## config.mk

```make
export PLATFORM = sky130hd
export DESIGN_NAME = serial_addsub_ctrl_flat
export DESIGN_NICKNAME = d
export VERILOG_FILES = /design/src/rtl/serial_addsub_ctrl_if.sv /design/src/rtl/serial_addsub_ctrl.sv /design/src/flat_wrapper.sv
export SDC_FILE = /design/constraint.sdc
export NUM_CORES = 1
export LEC_CHECK = 0
export ABC_AREA = 1
export CORE_ASPECT_RATIO = 0.8
export CORE_MARGIN = 3
export CORE_UTILIZATION = 51
export CTS_CLUSTER_SIZE = 24
export DETAILED_ROUTE_END_ITERATION = 8
export PLACE_DENSITY_LB_ADDON = 0.2
export SYNTH_ARGS = -nofsm -noshare
export SYNTH_HDL_FRONTEND = slang
export SYNTH_SLANG_ARGS = --single-unit
```

## constraint.sdc

```tcl
create_clock -name clk -period 1.5 [get_ports clk]
set_input_delay 0.3 -clock clk [delete_from_list [all_inputs] [get_ports clk]]
set_output_delay 0.3 -clock clk [all_outputs]
set_load 0.01 [all_outputs]
```

## src/rtl/serial_addsub_ctrl_if.sv

```systemverilog
// Handshake and operand/result bundle between the ALU opcode decoder, the
// bit-serial add/subtract sequencer and the result mux.
interface serial_addsub_ctrl_if #(
    parameter int WIDTH = 8
) ();
    logic             start;
    logic             sub;
    logic [WIDTH-1:0] A;
    logic [WIDTH-1:0] B;
    logic [WIDTH-1:0] Sum;
    logic             Cout;
    logic             Overflow;
    logic             busy;
    logic             done;

    modport master (
        output start, sub, A, B,
        input  Sum, Cout, Overflow, busy, done
    );

    modport slave (
        input  start, sub, A, B,
        output Sum, Cout, Overflow, busy, done
    );
endinterface

```

## src/rtl/serial_addsub_ctrl.sv

```systemverilog
// Bit-serial add/subtract sequencer: one full-adder evaluation per clk, LSB first.
// Optional signed saturation of the final result: define SERIAL_ADDSUB_SAT_EN.
module serial_addsub_ctrl #(
    parameter int WIDTH = 8
) (
    input logic                clk,
    input logic                rst,
    serial_addsub_ctrl_if.slave bus
);
    // state | meaning
    // IDLE  | waiting for start
    // RUN   | one operand bit pair per cycle, LSB first
    // DONE  | result valid, done pulse; start here chains straight into RUN
    typedef enum logic [1:0] {
        IDLE = 2'd0,
        RUN  = 2'd1,
        DONE = 2'd2
    } state_t;

    localparam int               CNT_W    = $clog2(WIDTH);
    localparam logic [CNT_W-1:0] CNT_LAST = CNT_W'(WIDTH - 1);
`ifdef SERIAL_ADDSUB_SAT_EN
    localparam logic [WIDTH-1:0] SAT_MAX  = {1'b0, {(WIDTH-1){1'b1}}};
    localparam logic [WIDTH-1:0] SAT_MIN  = {1'b1, {(WIDTH-1){1'b0}}};
`endif

    state_t           state_q, state_d;
    logic [WIDTH-1:0] ra_q, ra_d;
    logic [WIDTH-1:0] rb_q, rb_d;
    logic [WIDTH-1:0] sum_q, sum_d;
    logic [CNT_W-1:0] cnt_q, cnt_d;
    logic             c_q, c_d;
    logic             cout_q, cout_d;
    logic             ovf_q, ovf_d;
    logic             busy_q, busy_d;
    logic             done_q, done_d;

    logic             load;
    logic             fa_s;
    logic             fa_co;
    logic             ovf_term;
    logic [WIDTH-1:0] sum_shift;

    // The shared one-bit full-adder cell; returns {carry, sum}.
    function automatic logic [1:0] full_adder(input logic a, input logic b, input logic ci);
        return {(a & b) | (a & ci) | (b & ci), a ^ b ^ ci};
    endfunction

    always_comb begin
        {fa_co, fa_s} = full_adder(ra_q[0], rb_q[0], c_q);
        sum_shift     = {fa_s, sum_q[WIDTH-1:1]};
        // c_q is the carry into the bit being processed, i.e. into the MSB on the last cycle.
        ovf_term      = c_q ^ fa_co;
    end

    always_comb begin
        state_d = state_q;
        ra_d    = ra_q;
        rb_d    = rb_q;
        sum_d   = sum_q;
        cnt_d   = cnt_q;
        c_d     = c_q;
        cout_d  = cout_q;
        ovf_d   = ovf_q;
        load    = 1'b0;

        case (state_q)
            IDLE: begin
                if (bus.start) begin
                    state_d = RUN;
                    load    = 1'b1;
                end
            end
            RUN: begin
                ra_d  = {1'b0, ra_q[WIDTH-1:1]};
                rb_d  = {1'b0, rb_q[WIDTH-1:1]};
                sum_d = sum_shift;
                c_d   = fa_co;
                cnt_d = cnt_q + CNT_W'(1);
                if (cnt_q == CNT_LAST) begin
                    state_d = DONE;
                    cout_d  = fa_co;
                    ovf_d   = ovf_term;
`ifdef SERIAL_ADDSUB_SAT_EN
                    // A wrapped MSB of 1 means the true result was positive.
                    if (ovf_term) begin
                        sum_d = fa_s ? SAT_MAX : SAT_MIN;
                    end
`endif
                end
            end
            DONE: begin
                if (bus.start) begin
                    state_d = RUN;
                    load    = 1'b1;
                end else begin
                    state_d = IDLE;
                end
            end
            default: state_d = IDLE;
        endcase

        // Subtraction is A + ~B + 1: invert B and seed the carry with sub.
        if (load) begin
            ra_d  = bus.A;
            rb_d  = bus.B ^ {WIDTH{bus.sub}};
            c_d   = bus.sub;
            cnt_d = '0;
        end

        busy_d = (state_d == RUN);
        done_d = (state_d == DONE);
    end

    always_ff @(posedge clk or posedge rst) begin
        if (rst) begin
            state_q <= IDLE;
            ra_q    <= '0;
            rb_q    <= '0;
            sum_q   <= '0;
            cnt_q   <= '0;
            c_q     <= 1'b0;
            cout_q  <= 1'b0;
            ovf_q   <= 1'b0;
            busy_q  <= 1'b0;
            done_q  <= 1'b0;
        end else begin
            state_q <= state_d;
            ra_q    <= ra_d;
            rb_q    <= rb_d;
            sum_q   <= sum_d;
            cnt_q   <= cnt_d;
            c_q     <= c_d;
            cout_q  <= cout_d;
            ovf_q   <= ovf_d;
            busy_q  <= busy_d;
            done_q  <= done_d;
        end
    end

    assign bus.Sum      = sum_q;
    assign bus.Cout     = cout_q;
    assign bus.Overflow = ovf_q;
    assign bus.busy     = busy_q;
    assign bus.done     = done_q;

endmodule
```

## src/flat_wrapper.sv

```systemverilog
// flat-port wrapper written by rule: the top's interface ports become plain ports
module serial_addsub_ctrl_flat 
#(
    parameter int WIDTH = 8
)
  (clk, rst, bus_start, bus_sub, bus_A, bus_B, bus_Sum, bus_Cout, bus_Overflow, bus_busy, bus_done);
  serial_addsub_ctrl_if #(.WIDTH(WIDTH)) bus_i ();
  input logic clk;
  input logic rst;
  input wire logic [$bits(bus_i.start)-1:0] bus_start;
  input wire logic [$bits(bus_i.sub)-1:0] bus_sub;
  input wire logic [$bits(bus_i.A)-1:0] bus_A;
  input wire logic [$bits(bus_i.B)-1:0] bus_B;
  output wire logic [$bits(bus_i.Sum)-1:0] bus_Sum;
  output wire logic [$bits(bus_i.Cout)-1:0] bus_Cout;
  output wire logic [$bits(bus_i.Overflow)-1:0] bus_Overflow;
  output wire logic [$bits(bus_i.busy)-1:0] bus_busy;
  output wire logic [$bits(bus_i.done)-1:0] bus_done;
  assign bus_i.start = bus_start;
  assign bus_i.sub = bus_sub;
  assign bus_i.A = bus_A;
  assign bus_i.B = bus_B;
  assign bus_Sum = bus_i.Sum;
  assign bus_Cout = bus_i.Cout;
  assign bus_Overflow = bus_i.Overflow;
  assign bus_busy = bus_i.busy;
  assign bus_done = bus_i.done;
  serial_addsub_ctrl #(.WIDTH(WIDTH)) u_core (.clk(clk), .rst(rst), .bus(bus_i));
endmodule
```

### Word level (Yosys, flattened, before mapping)

Index checks and enable logic that the tools add are counted.

* register bits: 34
* bits of input ports: 20
* output and inout bits: 12
* logic and storage cells: 43

* $add $sub $neg: 1
* equality and inequality tests: 5
* muxes and demuxes: 14
* bitwise logic cells: 9
* reductions and logical operators: 4

Operators with widths (count)
* two-way mux 8 bit: 4
* XOR 8 bit: 1
* two-way mux 3 bit: 2
* case mux 2 bit (3 select lines): 1
* two-way mux 1 bit: 5
* == test 2 x 1 -> 1 bit (second input constant): 2
* == test 2 bit (second input constant): 2
* two-way mux 2 bit: 2
* adder 3 x 1 -> 3 bit (second input constant): 1
* AND 1 bit: 3
* == test 3 bit (second input constant): 1
* XOR 1 bit: 3
* logical NOT 2 bit: 1
* bitwise OR 1 bit: 2
* AND reduction 2 bit: 1
* nonzero test 2 bit: 1
* OR reduction 2 bit: 1

### Depth between registers and ports, before layout

Gate-level depths: netlist (run 1).

* word-level depth: 5
* gate-level depth with buffers: 7
* gate-level depth less buffers: 6

### Worst setup path before layout (run 1)

OpenSTA, ideal clock, no wires.

* kind: flip-flop to flip-flop
* start: register u_core.c_q
* end: register u_core.ovf_q (netlist: u_core.bus.Overflow)
* setup time: 0.120 ns
* arrival time: 1.122 ns
* data required time: 1.380 ns
* slack: 0.258 ns
* stages on the path, launching flop included: 5
* buffers on the path: 0
* clock period less this slack: 1.242 ns
* cell sequence: dfrtp_1 -> fa_1 -> xor2_1 -> nand2_1 -> nand2_1

* cells in the longest elaborated chain, start to end: 4
* elaborated cells between the ends (all ways): 5
* classes of those cells: bitwise (5)

RTL lines
* from (decl): line serial_addsub_ctrl.sv:32 `logic c_q, c_d;`
* from (signal assigned): line serial_addsub_ctrl.sv:122 `c_q <= 1'b0;`
* from (signal assigned): line serial_addsub_ctrl.sv:133 `c_q <= c_d;`
* AND 1 bit: line serial_addsub_ctrl.sv:46 `return {(a & b) | (a & ci) | (b & ci), a ^ b ^ ci};`
* bitwise OR 1 bit: line serial_addsub_ctrl.sv:46
* bitwise OR 1 bit (*): line serial_addsub_ctrl.sv:46
* via u_core.fa_co: line serial_addsub_ctrl.sv:40 `logic fa_co;`
* XOR 1 bit (*): line serial_addsub_ctrl.sv:53 `ovf_term = c_q ^ fa_co;`
* to (signal assigned): line serial_addsub_ctrl.sv:135 `ovf_q <= ovf_d;`
* to (decl): line serial_addsub_ctrl.sv:34 `logic ovf_q, ovf_d;`

The timed path passes the listed nets; every way through them passes the cells marked *.
A chain may end at the register's enable or synchronous reset.

### Worst setup path after layout (run 1)

* start: register u_core.done_q (netlist: u_core.bus.done)
* end: output bus_done

RTL lines
* from (decl): line serial_addsub_ctrl.sv:36 `logic done_q, done_d;`
* from (signal assigned): line serial_addsub_ctrl.sv:137 `done_q <= done_d;`
* to (decl): line flat_wrapper.sv:18 `output wire logic [$bits(bus_i.done)-1:0] bus_done;`

No word-level cell between the ends.

==> flow_summary_export.csv, run 1 <==
group,metric,value,unit
timing,worst_pin_slew,0.290,ns
setup_path,slowest_delay,0.52,ns
die,rows,17,
setup_path,cp_num_buf_inv,1,
global_routing,first_global_vias,1332,
setup_path,cp.arrival,1.13,ns
cells_and_area,drive_gt1_share,8.46,%
logic_synthesis,synth_cells,221,
power,p_per_area,1960,mW/mm^2
power,ir_drop,1.21,mV
clocking,path_clk_slew,0.07,ns
power,seqPwrFrac,38.0,%
clocking,cts_setup_buffers,0,
logic_synthesis,ys_seq_area_share,51.1,%
logic_synthesis,ys_seq_elements,34,
logic_synthesis,syn_nets,244,
die,start_util,56.8,%
cells_and_area,multiInputGateArea,677,sq um
logic_synthesis,post-synth-top-area-cell,"dfrtp_1",
timing,max_slew_margin,80.6,%
clocking,root_buffer,"clkbuf_8",
cells_and_area,nFillCells,243,
global_routing,antenna_found_initial,0,
cells_and_area,diodes,0,
global_routing,track_usage,18.8,%
timing,grt_setup_unrepaired,"no",
setup_path,path_max_fanout,1,
detailed_routing,antenna_left,0,
setup_path,cpMaxStageDelayCell,"clkdlybuf4s50_1",
logic_synthesis,synth_area,0.00167,sq mm
detailed_routing,totalWireLength,3.36,mm
global_routing,grt_use_met2,28.4,%
cells_and_area,area_growth,29.5,%
die,core,0.00294,sq mm
global_routing,grtUsageMet1,25.7,%
power,p_leak,1.24,nW
power,power_frac_comb,42.7,%
clocking,tritoncts,"yes",
clocking,cts_buffers,5,
global_routing,grt_pass1_wl,5.92,mm
timing,slew_violations,0,
logic_synthesis,yosysTopAreaCellShare,51.1,%
outcome,status,"complete, no violations",
setup_path,path_class,"reg -> out",
global_routing,grt.busiest_layer,"met2",
setup_path,crit_required,1.20,ns
worst_hold_path,hp-class,"in -> async",
detailed_routing,vias,1452,
placement,hpwl,2.34,mm
power,swShare,38.9,%
setup_path,startpoint_type,"flip-flop",
setup_path,crit_family,"buffers and inverters",
detailed_routing,drc,0,
power,clkPwrFrac,19.3,%
timing,period_needed,1.43,ns
timing,min_period_over_period,95.4,%
placement,routabilityCongestion,0.778,
power,p_switching,0.00164,W
detailed_routing,drt-initial-drc-count,106,
logic_synthesis,yosys.cell_types.count,18,
timing,timing.fmax,699,MHz
cells_and_area,nets,282,
placement,io_buffers,31,
global_routing,grt_util_met3,7.57,%
logic_synthesis,yosys_warnings,0,
detailed_routing,wl_per_cell,11.3,microns
cells_and_area,layout.cells.non_filler,298,
cells_and_area,seqCellArea,851,sq um
die,die_h,57.1,microns
job,drv_cap,0,
setup_path,crit_chain,"clkdlybuf4s50_1",
timing,finClkSkew,0.00328,ns
setup_path,cp-end-kind,"output pin",
cells_and_area,final_util,73.5,%
detailed_routing,viasPerCell,4.87,
clocking,cts_max_path_buffers,2,
global_routing,grt_overflow_total,0,
clocking,cts.sinks,34,
cells_and_area,layout_common_cells,"110 x nand2_1, 34 x dfrtp_1, 25 x nand3_1",
timing,setup_tns,0,ns
die,io_pins,32,
timing,hold_viol,0,
detailed_routing,first_pass_iters,4,
clocking,cts-htree-levels,2,
logic_synthesis,ys_top_cells_by_area,"dfrtp_1 51%, nand2_1 25%, nand3_1 7.5%, inv_1 4.7%, nor2_1 1.6%",
global_routing,grt_max_degree,35,
power,p_total,0.00422,W
logic_synthesis,syn_avg_cell_area,7.54,sq um
die,die_w,69.9,microns
die,dieArea,0.00399,sq mm
cells_and_area,mostFrequentLayoutCell,"nand2_1",
timing,finalSetupViolCount,0,
clocking,clkLatencyLatePin,0.29,ns
placement,dp_cells,290,
power,intPower,0.00258,W
==> through the flow <==
step	cell area [sq um]	hold slack (ns)	setup WS (ns)
CTS	2150	0.346	0.00000533
detailed placement	2050	0.465	-0.00937
floorplan	1670	0.421	0.258
global route	2160	0.385	0.0234
global placement	2050	0.459	0.0470
finish	2160	0.346	0.0684
==> Yosys cell counts <==
cell type,n
a21oi_1,1
buf_2,4
buf_4,1
buf_6,1
clkbuf_1,2
dfrtp_1,34
fa_1,1
ha_1,2
inv_1,21
inv_2,2
inv_4,1
nand2_1,110
nand2_2,1
nand2_4,2
nand3_1,25
nor2_1,7
o21ai_0,5
xor2_1,1
==> flip-flops by register name, indices dropped and copies added, names as in the netlist <==
| register | flops |
|---|---|
| u_core.cnt_q | 3 |
| u_core.state_q | 2 |
| u_core.bus.done | 1 |
| u_core.bus.Cout | 1 |
| u_core.bus.Overflow | 1 |
| u_core.bus.Sum | 8 |
| u_core.c_q | 1 |
| u_core.bus.busy | 1 |
| u_core.rb_q | 8 |
| u_core.ra_q | 8 |
==> metal layers <==
layer / up-vias / wire (microns)
li1: 748 / -
met1: 666 / 1640
met2: 36 / 1510
met3: 2 / 189
met4: 0 / 16
met5: - / 0
==> final cells by class <==
type                            instances  area share (%)
Multi-Input combinational cell        155            31.4
Clock buffer                            5            3.19
Clock inverter                          3            1.86
Sequential cell                        34            39.4
Inverter                               24            4.29
Timing Repair Buffer                   39            17.7
Tap cell                               38            2.20
==> kinds of logic (layout without fill, tap and decap cells) <==
| logic type | Yosys count | in the layout | share of synthesized area, % |
|---|---|---|---|
| DFF | 34 | 34 | 51.1 |
| xor gates and xnor gates | 1 | 1 | 0.526 |
| and+or+nand+nor | 145 | 145 | 35.6 |
| adders and majority gates | 3 | 3 | 2.70 |
| buffers and inverters | 32 | 71 | 8.33 |
| AOI/OAI and AO/OA | 6 | 6 | 1.80 |
==> what timing repair did <==
item / in CTS / in global routing
resized for setup: 7 / 3
setup endpoints to repair: 7 / 3
hold buffers: 0 / 0
==> power by group through the flow <==
stage	clock [W]	sequential (W)	combinational, W
after floorplan	0	0.00163	0.00120
after global placement	0	0.00160	0.00183
after detailed placement	0	0.00161	0.00188
after CTS	0.000828	0.00160	0.00184
after global routing	0.000877	0.00166	0.00208
final	0.000816	0.00160	0.00181
==> worst paths after layout <==
| kind | slack, ns | endpoint | depth (start not counted) | start |
|---|---|---|---|---|
| setup / recovery | 0.07 | bus_done | 1 | u_core.bus.done |
| hold / removal | 0.35 | u_core.ra_q[7] | 3 | rst |
| setup reg to reg | 0.19 | u_core.bus.Overflow | 4 | u_core.c_q |
| hold reg to reg | 0.48 | u_core.rb_q[7] | 2 | u_core.rb_q[7] |
| max in group asynchronous | 0.97 | u_core.rb_q[1] | 3 | rst |
| min in group clk | 0.48 | u_core.rb_q[7] | 2 | u_core.rb_q[7] |
Power figures use the tool's default switching activity.
==> run 2: changes to the inputs <==
Settings changed: PLACE_DENSITY set to 0.78, PLACE_DENSITY_LB_ADDON 0.2 to unset.
==> flow_summary_export.csv, run 2 (same netlist as run 1, synthesis figures left out) <==
group,metric,value,unit
cells_and_area,diodes,0,
power,seqPwrFrac,39.8,%
detailed_routing,vias,1451,
global_routing,antenna_found_initial,0,
clocking,tritoncts,"yes",
setup_path,cpMaxStageDelayCell,"clkdlybuf4s50_1",
cells_and_area,layout_common_cells,"110 x nand2_1, 34 x dfrtp_1, 25 x nand3_1",
global_routing,grt_pass1_wl,5.92,mm
outcome,status,"complete, no violations",
timing,min_period_over_period,98.1,%
setup_path,crit_chain,"clkdlybuf4s50_1",
clocking,cts-htree-levels,2,
timing,holdWs,0.359,ns
global_routing,grt_overflow_total,0,
global_routing,grt_max_degree,35,
clocking,root_buffer,"clkbuf_8",
timing,timing.fmax,679,MHz
timing,worst_pin_slew,0.330,ns
power,ir_drop,1.24,mV
setup_path,crit_required,1.20,ns
cells_and_area,final_util,73.0,%
timing,finalSetupViolCount,0,
power,p_leak,1.22,nW
die,core,0.00294,sq mm
setup_path,crit_path_start,"u_core.bus.Overflow",
global_routing,first_global_vias,1294,
setup_path,cp-end-kind,"output pin",
timing,setup_tns,0,ns
detailed_routing,viasPerCell,4.87,
detailed_routing,first_pass_iters,4,
setup_path,cp.arrival,1.17,ns
timing,max_slew_margin,78.0,%
timing,slew_violations,0,
power,intPower,0.00246,W
power,swShare,40.0,%
setup_path,path_max_fanout,2,
die,io_pins,32,
cells_and_area,mostFrequentLayoutCell,"nand2_1",
job,drv_cap,0,
detailed_routing,totalWireLength,3.44,mm
power,power_frac_comb,43.5,%
power,p_switching,0.00164,W
die,die_w,69.9,microns
die,dieArea,0.00399,sq mm
cells_and_area,nets,282,
clocking,cts_buffers,5,
power,clkPwrFrac,16.8,%
placement,hpwl,2.47,mm
clocking,clkLatencyLatePin,0.28,ns
die,die_h,57.1,microns
timing,hold_viol,0,
setup_path,startpoint_type,"flip-flop",
timing,grt_setup_unrepaired,"no",
die,start_util,56.8,%
setup_path,r2r_start,"u_core.state_q[0]",
clocking,path_clk_slew,0.07,ns
clocking,ctsHoldBuffers,0,
setup_path,crit_family,"buffers and inverters",
placement,io_buffers,31,
power,p_per_area,1920,mW/mm^2
detailed_routing,antenna_left,0,
timing,finClkSkew,0.00594,ns
setup_path,slowest_delay,0.53,ns
die,rows,17,
global_routing,track_usage,19.2,%
cells_and_area,area_growth,28.5,%
detailed_routing,drt-initial-drc-count,151,
clocking,cts_max_path_buffers,2,
worst_hold_path,hp-class,"in -> async",
detailed_routing,drc,0,
setup_path,path_class,"reg -> out",
detailed_routing,wl_per_cell,11.5,microns
clocking,cts.sinks,34,
setup_path,cp_num_buf_inv,1,
placement,routabilityCongestion,0.869,
cells_and_area,drive_gt1_share,8.08,%
timing,period_needed,1.47,ns
## run 2: changes by cell type in the layout (fill, tap and decap cells not counted)
cell | previous run | this run
bufinv_16 | 1 | 0
dlygate4sd2_1 | 7 | 6
clkinv_2 | 2 | 1
clkbuf_1 | 0 | 1
clkdlybuf4s50_1 | 21 | 22
clkbuf_8 | 5 | 6
## run 2: routing by layer
layer  vias to the layer above  global-route usage [%]  wire [microns]
li1                        748                       -               -
met5                         -                       0               0
met1                       653                    25.7            1660
met2                        43                    28.1            1480
met3                         7                    7.39             226
met4                         0                    8.20              70
## run 2: per-stage QoR
step / cell area (sq um) / power, W / std cells / setup WS, ns
after floorplan: 1670 / 0.00284 / 221 / 0.258
after global placement: 2050 / 0.00343 / 290 / 0.0495
after CTS: 2130 / 0.00414 / 298 / 0.00388
final: 2140 / 0.00411 / 298 / 0.0279
after detailed placement: 2050 / 0.00350 / 290 / 0.0110
after global routing: 2140 / 0.00450 / 298 / 0.00686
## run 2: power groups by stage
stage	combinational (W)	sequential [W]	clock [W]
after floorplan	0.00120	0.00163	0
after global placement	0.00179	0.00164	0
after detailed placement	0.00186	0.00163	0
after CTS	0.00182	0.00163	0.000697
after global routing	0.00205	0.00169	0.000756
final	0.00178	0.00163	0.000688
## run 2: repair_timing
action	4_1_cts	5_1_grt
buffers inserted	0	0
pin swaps	0	0
gates resized for setup	6	3
endpoints found under the setup margin	6	3
## run 2: path summary, 6_finish.rpt
check / endpoint / slack [ns] / cells after the start
setup reg to reg: u_core.ra_q[5] / 0.16 / 5
hold reg to reg: u_core.rb_q[7] / 0.48 / 2
min in group clk: u_core.rb_q[7] / 0.48 / 2
setup / recovery: bus_Overflow / 0.03 / 1
hold / removal: u_core.bus.Overflow / 0.36 / 3
max in group asynchronous: u_core.ra_q[2] / 0.96 / 3
## run 2: cell type report
type / instances / area [sq um]
multi-input cells: 155 / 677
flip-flops and latches: 34 / 851
inverters: 24 / 92.6
fillers: 233 / 793
repair buffers: 39 / 383
clock buffers: 7 / 86.3
well taps: 38 / 47.5
clock inverters: 1 / 5.00
